$ cat src/rtl/reg_serial_loader.sv
// Serial-to-parallel loader feeding a WIDTH-bit bank of REG1 cells.
// Collects one bit per accepted handshake, publishes the finished word on D
// and pulses L for one cycle so the bank captures it.
module reg_serial_loader #(
   parameter int WIDTH     = 8,
   parameter bit MSB_FIRST = 1'b1
) (
   input  logic             C,
   input  logic             nR,
   input  logic             start,
   input  logic             abort,
   input  logic             sin,
   input  logic             sin_valid,
   output logic             sin_ready,
   output logic [WIDTH-1:0] D,
   output logic             L,
   output logic             busy
);

   localparam int CW = $clog2(WIDTH + 1);

   localparam logic [1:0] IDLE  = 2'd0;
   localparam logic [1:0] SHIFT = 2'd1;
   localparam logic [1:0] LOAD  = 2'd2;

   localparam logic [CW-1:0] LAST = CW'(WIDTH - 1);

   logic [1:0]       state;
   logic [WIDTH-1:0] sreg;
   logic [WIDTH-1:0] sreg_next;
   logic [CW-1:0]    count;

   // Shift register contents after taking in the current sin bit; the
   // direction decides whether the first bit ends up at the top or bottom.
   always_comb begin
      sreg_next = sreg;
      if (MSB_FIRST) begin
         sreg_next = {sreg[WIDTH-2:0], sin};
      end else begin
         sreg_next = {sin, sreg[WIDTH-1:1]};
      end
   end

   // Frame sequencing: abort beats a same-cycle bit, and the last bit goes
   // straight into D so the word is already stable when L rises.
   always_ff @(posedge C or negedge nR) begin
      if (!nR) begin
         state <= IDLE;
         sreg  <= '0;
         count <= '0;
         D     <= '0;
      end else begin
         case (state)
            IDLE: begin
               if (start) begin
                  state <= SHIFT;
                  sreg  <= '0;
                  count <= '0;
               end
            end
            SHIFT: begin
               if (abort) begin
                  state <= IDLE;
                  sreg  <= '0;
                  count <= '0;
               end else if (sin_valid) begin
                  sreg  <= sreg_next;
                  count <= count + CW'(1);
                  if (count == LAST) begin
                     D     <= sreg_next;
                     state <= LOAD;
                  end
               end
            end
            LOAD: begin
               if (start) begin
                  state <= SHIFT;
                  sreg  <= '0;
                  count <= '0;
               end else begin
                  state <= IDLE;
               end
            end
            default: begin
               state <= IDLE;
            end
         endcase
      end
   end

   // Handshake and strobe outputs come purely from the state register, so
   // they fall immediately when nR resets the state.
   always_comb begin
      sin_ready = (state == SHIFT);
      busy      = (state == SHIFT) || (state == LOAD);
      L         = (state == LOAD);
   end

endmodule

$ cat config.mk
export PLATFORM = sky130hd
export DESIGN_NAME = reg_serial_loader
export DESIGN_NICKNAME = d
export VERILOG_FILES = /design/src/rtl/reg_serial_loader.sv
export SDC_FILE = /design/constraint.sdc
export NUM_CORES = 1
export LEC_CHECK = 0
export CORE_MARGIN = 5
export CORE_UTILIZATION = 43
export CTS_CLUSTER_DIAMETER = 100
export CTS_CLUSTER_SIZE = 40
export DETAILED_ROUTE_END_ITERATION = 6
export PLACE_DENSITY = 0.67
export SLEW_MARGIN = 20
export SYNTH_ARGS = -nofsm -noshare
export SYNTH_HDL_FRONTEND = slang
export SYNTH_SLANG_ARGS = --single-unit
$ cat constraint.sdc
create_clock -name C -period 3.5 [get_ports C]
set_input_delay 0.7 -clock C [delete_from_list [all_inputs] [get_ports C]]
set_output_delay 0.7 -clock C [all_outputs]
set_load 0.05 [all_outputs]
== After elaboration in Yosys (flattened, before gate mapping) ==
Index checks and enable logic that the tools add are counted.

* ROM bits: 0
* Output and inout bits: 11
* Bits of input ports: 6
* Logic and storage cells: 34
* Memories: 0
* Bits in writable memories: 0
* Register bits after elaboration: 21
* Latch bits: 0

* Add/subtract/negate cells: 1
* Bitwise gates (word level): 1
* Reduce and logical (&&, ||, !) cells: 7
* Shifts and indexed selects: 0
* Div/mod/pow operators: 0
* Multiply operators: 0
* Multiplexer cells: 14
* $lt $le $gt $ge: 0
* Equality and inequality tests: 7

{| class="wikitable"
|+ Operator list
! operator !! count
|-
| $mux 7 || 3
|-
| $pmux 7 s2 || 1
|-
| $mux 4 || 3
|-
| $mux 2 || 4
|-
| $pmux 4 s2 || 1
|-
| $pmux 2 s3 || 1
|-
| $reduce_and 3->1 || 2
|-
| $add 4x1->4 const B || 1
|-
| $eq 4x3->1 const B || 1
|-
| $reduce_and 4->1 || 1
|-
| $ne 3x2->1 const B || 1
|-
| $ne 3x3->1 const B || 1
|-
| $eq 2x1->1 const B || 1
|-
| $eq 2x2->1 const B || 1
|-
| $logic_not 2->1 || 1
|-
| $ne 2x1->1 const B || 1
|-
| $ne 2x2->1 const B || 1
|-
| $reduce_bool 2->1 || 1
|-
| $reduce_or 2->1 || 1
|-
| $logic_or 1x1->1 || 1
|-
| $mux 1 || 1
|-
| $not 1->1 || 1
|}

== Logic depth before layout (Yosys ltp) ==
Gate-level depths: netlist (run 1).

* Depth in word-level cells: 5
* Gate-level depth with buffers: 6
* Gate-level depth less buffers: 5

== Worst setup path before layout (run 1) ==
Ideal clock, no wire load.

* Kind: register to register
* From: reg state[1]
* To: reg D[0]
* Buffers on the path: 0
* Required time: 3.375 ns
* Cell stages (with the launch flop): 6
* Period minus slack after synthesis: 1.855 ns
* Arrival: 1.731 ns
* Slack: 1.645 ns
* Library setup time: 0.125 ns
* Path through: dfrtp_1 inv_1 ha_1 nand2b_1 nor2_4 mux2_2

* Longest elaborated chain between the ends: 2

{| class="wikitable"
|+ RTL lines
! element !! line !! text
|-
| start, declared || 28 || <nowiki>logic [1:0] state;</nowiki>
|-
| start signal, assigned || 48 || <nowiki>state <= IDLE;</nowiki>
|-
| start signal, assigned || 56 || <nowiki>state <= SHIFT;</nowiki>
|-
| start signal, assigned || 63 || <nowiki>state <= IDLE;</nowiki>
|-
| $eq 2x1->1 || - ||
|-
| named net sin_ready || 14 || <nowiki>output logic sin_ready,</nowiki>
|-
| $reduce_and 4->1 (no source line) || - ||
|-
| end signal, assigned || 70 || <nowiki>D <= sreg_next;</nowiki>
|-
| end, declared || 15 || <nowiki>output logic [WIDTH-1:0] D,</nowiki>
|}

The timed path passes the listed nets, and every way through them passes these cells.
A chain may end at the register's enable or synchronous reset.

== Final worst setup path (run 1) ==
* From: reg state[0]
* To: out L

* Longest elaborated chain between the ends: 1

{| class="wikitable"
|+ RTL lines
! element !! line !! text
|-
| $eq 2x2->1 || 96 || <nowiki>L = (state == LOAD);</nowiki>
|-
| end, declared || 16 || <nowiki>output logic L,</nowiki>
|}

Every way passes these cells.

==> results of run 1 <==
==> cells by family (layout without fill, tap and decap cells) <==
| kind of cell | count (synthesis) | count (layout) | share of synthesized area, % |
|---|---|---|---|
| AO/OA/AOI/OAI | 10 | 10 | 8.242 |
| adder cells (fa/ha/maj) | 5 | 5 | 6.150 |
| buffers and inverters | 13 | 32 | 5.535 |
| flip-flops | 21 | 21 | 51.66 |
| multiplexers | 16 | 16 | 16.73 |
| AND/OR/NAND/NOR | 20 | 20 | 11.69 |
==> flip-flops by register name (all words and copies together), names as in the netlist <==
register and count:
D 8, sreg 7, count 4, state 2
==> where the power goes <==
| part | switching [mW] | internal [mW] | total [mW] |
|---|---|---|---|
| clock | 0.0710 | 0.0443 | 0.115 |
| sequential | 0.0129 | 0.258 | 0.271 |
| combinational | 0.142 | 0.0808 | 0.223 |
==> cells in the mapped netlist (all sizes together) <==
cell	count	area, sq um
o221a	1	11.26
nand2b	3	18.77
a2111oi	1	8.760
dfrtp	21	525.5
nand2	7	26.28
nor2b	2	12.51
o22ai	1	6.260
a31oi	2	18.77
and3	1	6.260
a21oi	1	5.000
a41oi	2	17.52
ha	5	62.56
buf	1	11.26
nand3	1	5.000
nor3	1	10.01
mux2	8	90.09
o2bb2ai	1	8.760
inv	12	45.04
mux2i	8	80.08
or3	1	6.260
nand4b	1	15.01
nor2	3	18.77
o21bai	1	7.510
==> per-layer routing <==
layer	GRT usage [%]	wire, microns	part of all wire, %	vias to the layer above
met5	0	0	0	-
met4	5.825	19	0.96	0
met3	2.851	87	4.4	2
met2	21.85	984	50	11
met1	15.80	878	45	336
li1	-	-	-	330
==> layout make-up <==
class / instances / area, sq um
multi-input combinational: 51 / 435.4
tap: 28 / 35.03
inverter: 12 / 45.04
sequential: 21 / 525.5
fill: 213 / 1011
timing repair buffer: 16 / 155.1
clock buffer: 4 / 26.28
==> worst max path at each step <==
stage / to
2_1_floorplan: D[0]
3_3_place_gp: L
3_5_place_dp: L
4_1_cts: L
5_1_grt: L
6_report: L
==> per-stage QoR <==
stage	instance area (sq um)	setup WS, ps	util (%)	hold WS (ps)	std cells
4_1_cts	1227	906.9	54.96	516.0	132
3_5_place_dp	1201	1255	53.78	497.8	128
6_report	1222	931.6	54.73	341.3	132
5_1_grt	1222	820.0	54.73	369.0	132
2_1_floorplan	1017	1645	-	404.4	85
3_3_place_gp	1201	1274	53.78	487.0	128
==> layout by cell type, fill, tap and decap left out, types with 2 or more instances in the layout <==
master,instances
a41oi_1,2
clkbuf_4,3
clkdlybuf4s50_1,15
dfrtp_1,21
ha_1,5
inv_1,12
mux2_2,7
mux2i_1,8
nand2_1,7
nand2b_1,3
nor2_1,2
nor2b_1,2
==> out/summary.txt, run 1 <==
status - completed
Worst Reg2Reg Path Length in Cells - 5
Global Route Usage Sum - 12.96%
maximum vdd drop - 0.0002639 V
CTS buffer count - 3
crit path DAT - 1870 ps
reg2reg end - sreg[5]
Tot Pwr - 0.6089 mW
I/O Pins - 17
CTS Buffer Depth - 2
Syn Std Cell Area - 1017 sq um
Via Count - 679
Final Setup Violations - 0
postcts setup bufs - 0
Critical Path Fanout Max - 4
Worst-path clk slew - 120 ps
pin count of the biggest net entering global routing - 22
delay of the slowest critical-path stage - 830 ps
worst setup path startpoint - state[0]
Synth Warn # - 0
reg2reg setup slack - 1690 ps
Peak Freq - 389.3 MHz
wire per inst - 14.92 microns
Crit. path cell count - 3
WS Path Type - flop to output port
Avg Cell Area, Syn - 11.97 sq um
synthesis-stage register bit count - 21
Starting DRT DRC Count - 2
gpl congestion - 0.6846
Clock Sinks - 21
Hold Vio Cnt, Final - 0
Crit. End Element - output port
Critical R2R Launch - state[0]
count of final max-slew check failures - 0
fraction of layout cells with a size suffix above 1 - 15.38%
PwrDens - 498.1 nW/um^2
Post-Syn Nets - 96
first-pass GRT wire length - 3422 microns
Die Footprint - 3438 sq um
setup TNS - 0 ps
number of global-route vias before repair - 768
max_cap viols - 0
ANT cells - 0
Post-DP HPWL - 1424 microns
Detail Route Antenna Nets - 0
clock root buffer master - clkbuf_4
Lkg Pwr - 0.5647 nW
total grt overflow - 0
post_cts resized - 0
Initial Utilization - 45.55%
net count reported at finish - 116
DRC - 0
crit-path cells - inv_1 > ha_1 > clkdlybuf4s50_1
Worst-Skew Late Latency - 290 ps
chip height - 58.64 microns
final WL - 1969 microns
register area share after synthesis - 51.66%
Row Count - 17
Startpoint Class - flop
RSZ-0062 raised after global routing - no
CTS H-tree lvls - 1
worst path bufs/invs - 2
# port buffers - 16
Syn-to-layout area delta - 20.17%
Yosys cell types - 26
Vias/cell - 5.144
Worst path slowest cell - clkdlybuf4s50_1
Die W - 58.64 microns
Clock Skew - 4.747 ps
Worst Hold Class - primary input to async pin
Core Area - 2233 sq um
minimum clock period - 2568 ps
# hold bufs at CTS - 0
cells after synthesis - 85
final cycle utilization of the critical path - 73.38%
Slew @ Worst Pin - 641.4 ps
Rel. slew slack - 57.01%
drt first pass iters - 2
Crit path required time - 2800 ps
delay-heaviest family, CP - buffers and inverters
initial antenna violation count - 0
CTS tree - done
Note: power is estimated with default switching activity, not from simulation.
==> run 2, diff against run 1 <==
PLACE_DENSITY = 0.69   (was 0.67)
clock period = 2.25 ns   (was 3.5 ns; I/O delays follow)
==> run 2 against run 1 <==
Against the previous run: highest routed layer unchanged; count of clock-buffer cells in the layout is 1 lower; wire length is 7.4% lower; total power rose by 54%; largest power group unchanged; global-route usage decreased by 0.92 points; flip-flop and latch count stayed put; non-clock buffer count is 2 higher; first-iteration DRC count grew to 6.0 times the previous value; final cell count rose by 1.5%; combinational power is 54% higher; utilization is 0.62 points higher; sequential share of layout area decreased by 0.48 points; final area rose by 1.1%.
==> out/summary.txt, run 2 (synthesis gave the netlist of run 1 again) <==
chip height - 58.64 microns (unchanged)
WS Path Type - flop to output port (unchanged)
Lkg Pwr - 0.5818 nW (was 0.5647 nW)
Rel. slew slack - 66.42% (was 57.01%)
Starting DRT DRC Count - 12 (was 2)
reg2reg end - sreg[5] (unchanged)
combinational power share - 36.6% (about the same)
Slew @ Worst Pin - 502.1 ps (was 641.4 ps)
sw frac - 36.85% (was 37.11%)
wire per inst - 13.61 microns (was 14.92 microns)
delay-heaviest family, CP - buffers and inverters (unchanged)
Critical Path Fanout Max - 2 (was 4)
postcts setup bufs - 0 (unchanged)
number of global-route vias before repair - 734 (was 768)
commonest non-fill, non-tap cells in the layout - 21 x dfrtp_1, 13 x clkdlybuf4s50_1, 12 x inv_1 (was 21 x dfrtp_1, 15 x clkdlybuf4s50_1, 12 x inv_1)
setup TNS - 0 ps (unchanged)
clock share of power - 18.5% (was 18.9%)
Hold Vio Cnt, Final - 0 (unchanged)
Row Count - 17 (unchanged)
NetSw - 0.3464 mW (was 0.2260 mW)
drt first pass iters - 4 (was 2)
area of the multi-input gates - 435.4 sq um (unchanged)
biggest regs - D: 8 flops, sreg: 7 flops, count: 4 flops (unchanged)
max_cap viols - 0 (unchanged)
CTS Buffer Depth - 2 (unchanged)
Startpoint Class - flop (unchanged)
# port buffers - 16 (unchanged)
gpl congestion - 0.7396 (was 0.6846)
Seq. cell area - 525.5 sq um (unchanged)
Worst-Skew Late Latency - 300 ps (was 290 ps)
Die W - 58.64 microns (unchanged)
crit path DAT - 1470 ps (was 1870 ps)
net count reported at finish - 118 (was 116)
first-pass GRT wire length - 3180 microns (was 3422 microns)
Crit. path cell count - 1 (was 3)
I/O Pins - 17 (unchanged)
CTS buffer count - 3 (unchanged)
DRC - 0 (unchanged)
PwrDens - 760.5 nW/um^2 (was 498.1 nW/um^2)
final WL - 1824 microns (was 1969 microns)
Initial Utilization - 45.55% (unchanged)
Peak Freq - 520.1 MHz
Global Route Usage Sum - 12.04% (was 12.96%)
post_cts resized - 0 (unchanged)
Worst Reg2Reg Path Length in Cells - 5 (unchanged)
initial antenna violation count - 0 (unchanged)
largest register by flop count - D (unchanged)
sequential share of power - 44.9% (was 44.5%)
count of final max-slew check failures - 0 (unchanged)
Core Area - 2233 sq um (unchanged)
Vias/cell - 5.082 (was 5.144)
Syn-to-layout area delta - 21.53% (was 20.17%)
Clock Skew - 3.862 ps (was 4.747 ps)
delay of the slowest critical-path stage - 810 ps (was 830 ps)
FILL cells - 211 (was 213)
worst setup path startpoint - D[2] (was state[0])
total grt overflow - 0 (unchanged)
crit-path cells - clkdlybuf4s50_1 (was inv_1 > ha_1 > clkdlybuf4s50_1)
Critical Path Sink - D[2] (was L)
pin count of the biggest net entering global routing - 22 (unchanged)
Via Count - 681 (was 679)
Pint - 0.5937 mW (was 0.3829 mW)
Worst Hold Class - primary input to async pin (unchanged)
Post-DP HPWL - 1378 microns (was 1424 microns)
clock root buffer master - clkbuf_4 (unchanged)
max reg flops - 8 (unchanged)
# hold bufs at CTS - 0 (unchanged)
Die Footprint - 3438 sq um (unchanged)
Final Setup Violations - 0 (unchanged)
worst path bufs/invs - 1 (was 2)
minimum clock period - 1923 ps
RSZ-0062 raised after global routing - no (unchanged)
status - completed (unchanged)
reg2reg setup slack - 460 ps (was 1690 ps)
Detail Route Antenna Nets - 0 (unchanged)
Worst-path clk slew - 110 ps (was 120 ps)
leading cell type in the layout, fill and taps excluded - dfrtp_1 (unchanged)
Critical R2R Launch - state[0] (unchanged)
fraction of layout cells with a size suffix above 1 - 19.81% (was 15.38%)
Crit. End Element - output port (unchanged)
Tot Pwr - 0.9402 mW (was 0.6089 mW)
ANT cells - 0 (unchanged)
Worst path slowest cell - clkdlybuf4s50_1 (unchanged)
Crit path required time - 1800 ps (was 2800 ps)
maximum vdd drop - 0.0004646 V (was 0.0002639 V)
CTS H-tree lvls - 1 (unchanged)
final cycle utilization of the critical path - 85.45%
Clock Sinks - 21 (unchanged)
CTS tree - done (unchanged)
run 2: changes by cell type in the layout (fill, tap and decap cells not counted), sizes merged:
cell,previous run,this run
clkdlybuf4s50,15,13
clkinv,0,1
clkbuf,4,3
buf,1,5
run 2: final cells by class:
class / instances / share of cell area, %
Sequential cell: 21 / 42.51
Inverter: 12 / 3.644
Clock buffer: 3 / 1.822
Multi-Input combinational cell: 51 / 35.22
Timing Repair Buffer: 18 / 13.56
Clock inverter: 1 / 0.4049
Tap cell: 28 / 2.834
run 2: how the worst min path moves through the flow:
stage	cells past startpoint	startpoint	endpoint
2_1_floorplan	0	nR	D[0]
3_3_place_gp	1	D[3]	D[3]
3_5_place_dp	1	D[3]	D[3]
4_1_cts	2	nR	count[2]
5_1_grt	2	nR	sreg[5]
6_report	2	nR	count[0]
run 2: layer usage:
metal	track usage [%]	routed length, microns
met1	14.68	857
met2	20.26	881
met3	3.947	76
met4	3.560	9
met5	0	0
run 2: per-stage QoR:
| stage | hold slack, ps | utilization [%] | instance area, sq um | std cells | setup slack [ps] |
|---|---|---|---|---|---|
| 5_1_grt | 495.6 | 55.35 | 1236 | 134 | 269.8 |
| 2_1_floorplan | 154.4 | - | 1017 | 85 | 394.6 |
| 3_3_place_gp | 483.0 | 54.12 | 1209 | 130 | 313.0 |
| 4_1_cts | 482.4 | 55.35 | 1236 | 134 | 297.6 |
| 6_report | 474.6 | 55.35 | 1236 | 134 | 327.3 |
| 3_5_place_dp | 476.7 | 54.12 | 1209 | 130 | 259.2 |
run 2: power by group through the flow:
stage	Sequential, mW	Clock [mW]	Combinational [mW]
after global placement	0.428	0	0.344
after floorplan	0.423	0	0.284
after detailed placement	0.429	0	0.350
final	0.422	0.174	0.344
after CTS	0.422	0.186	0.351
after global routing	0.427	0.201	0.375
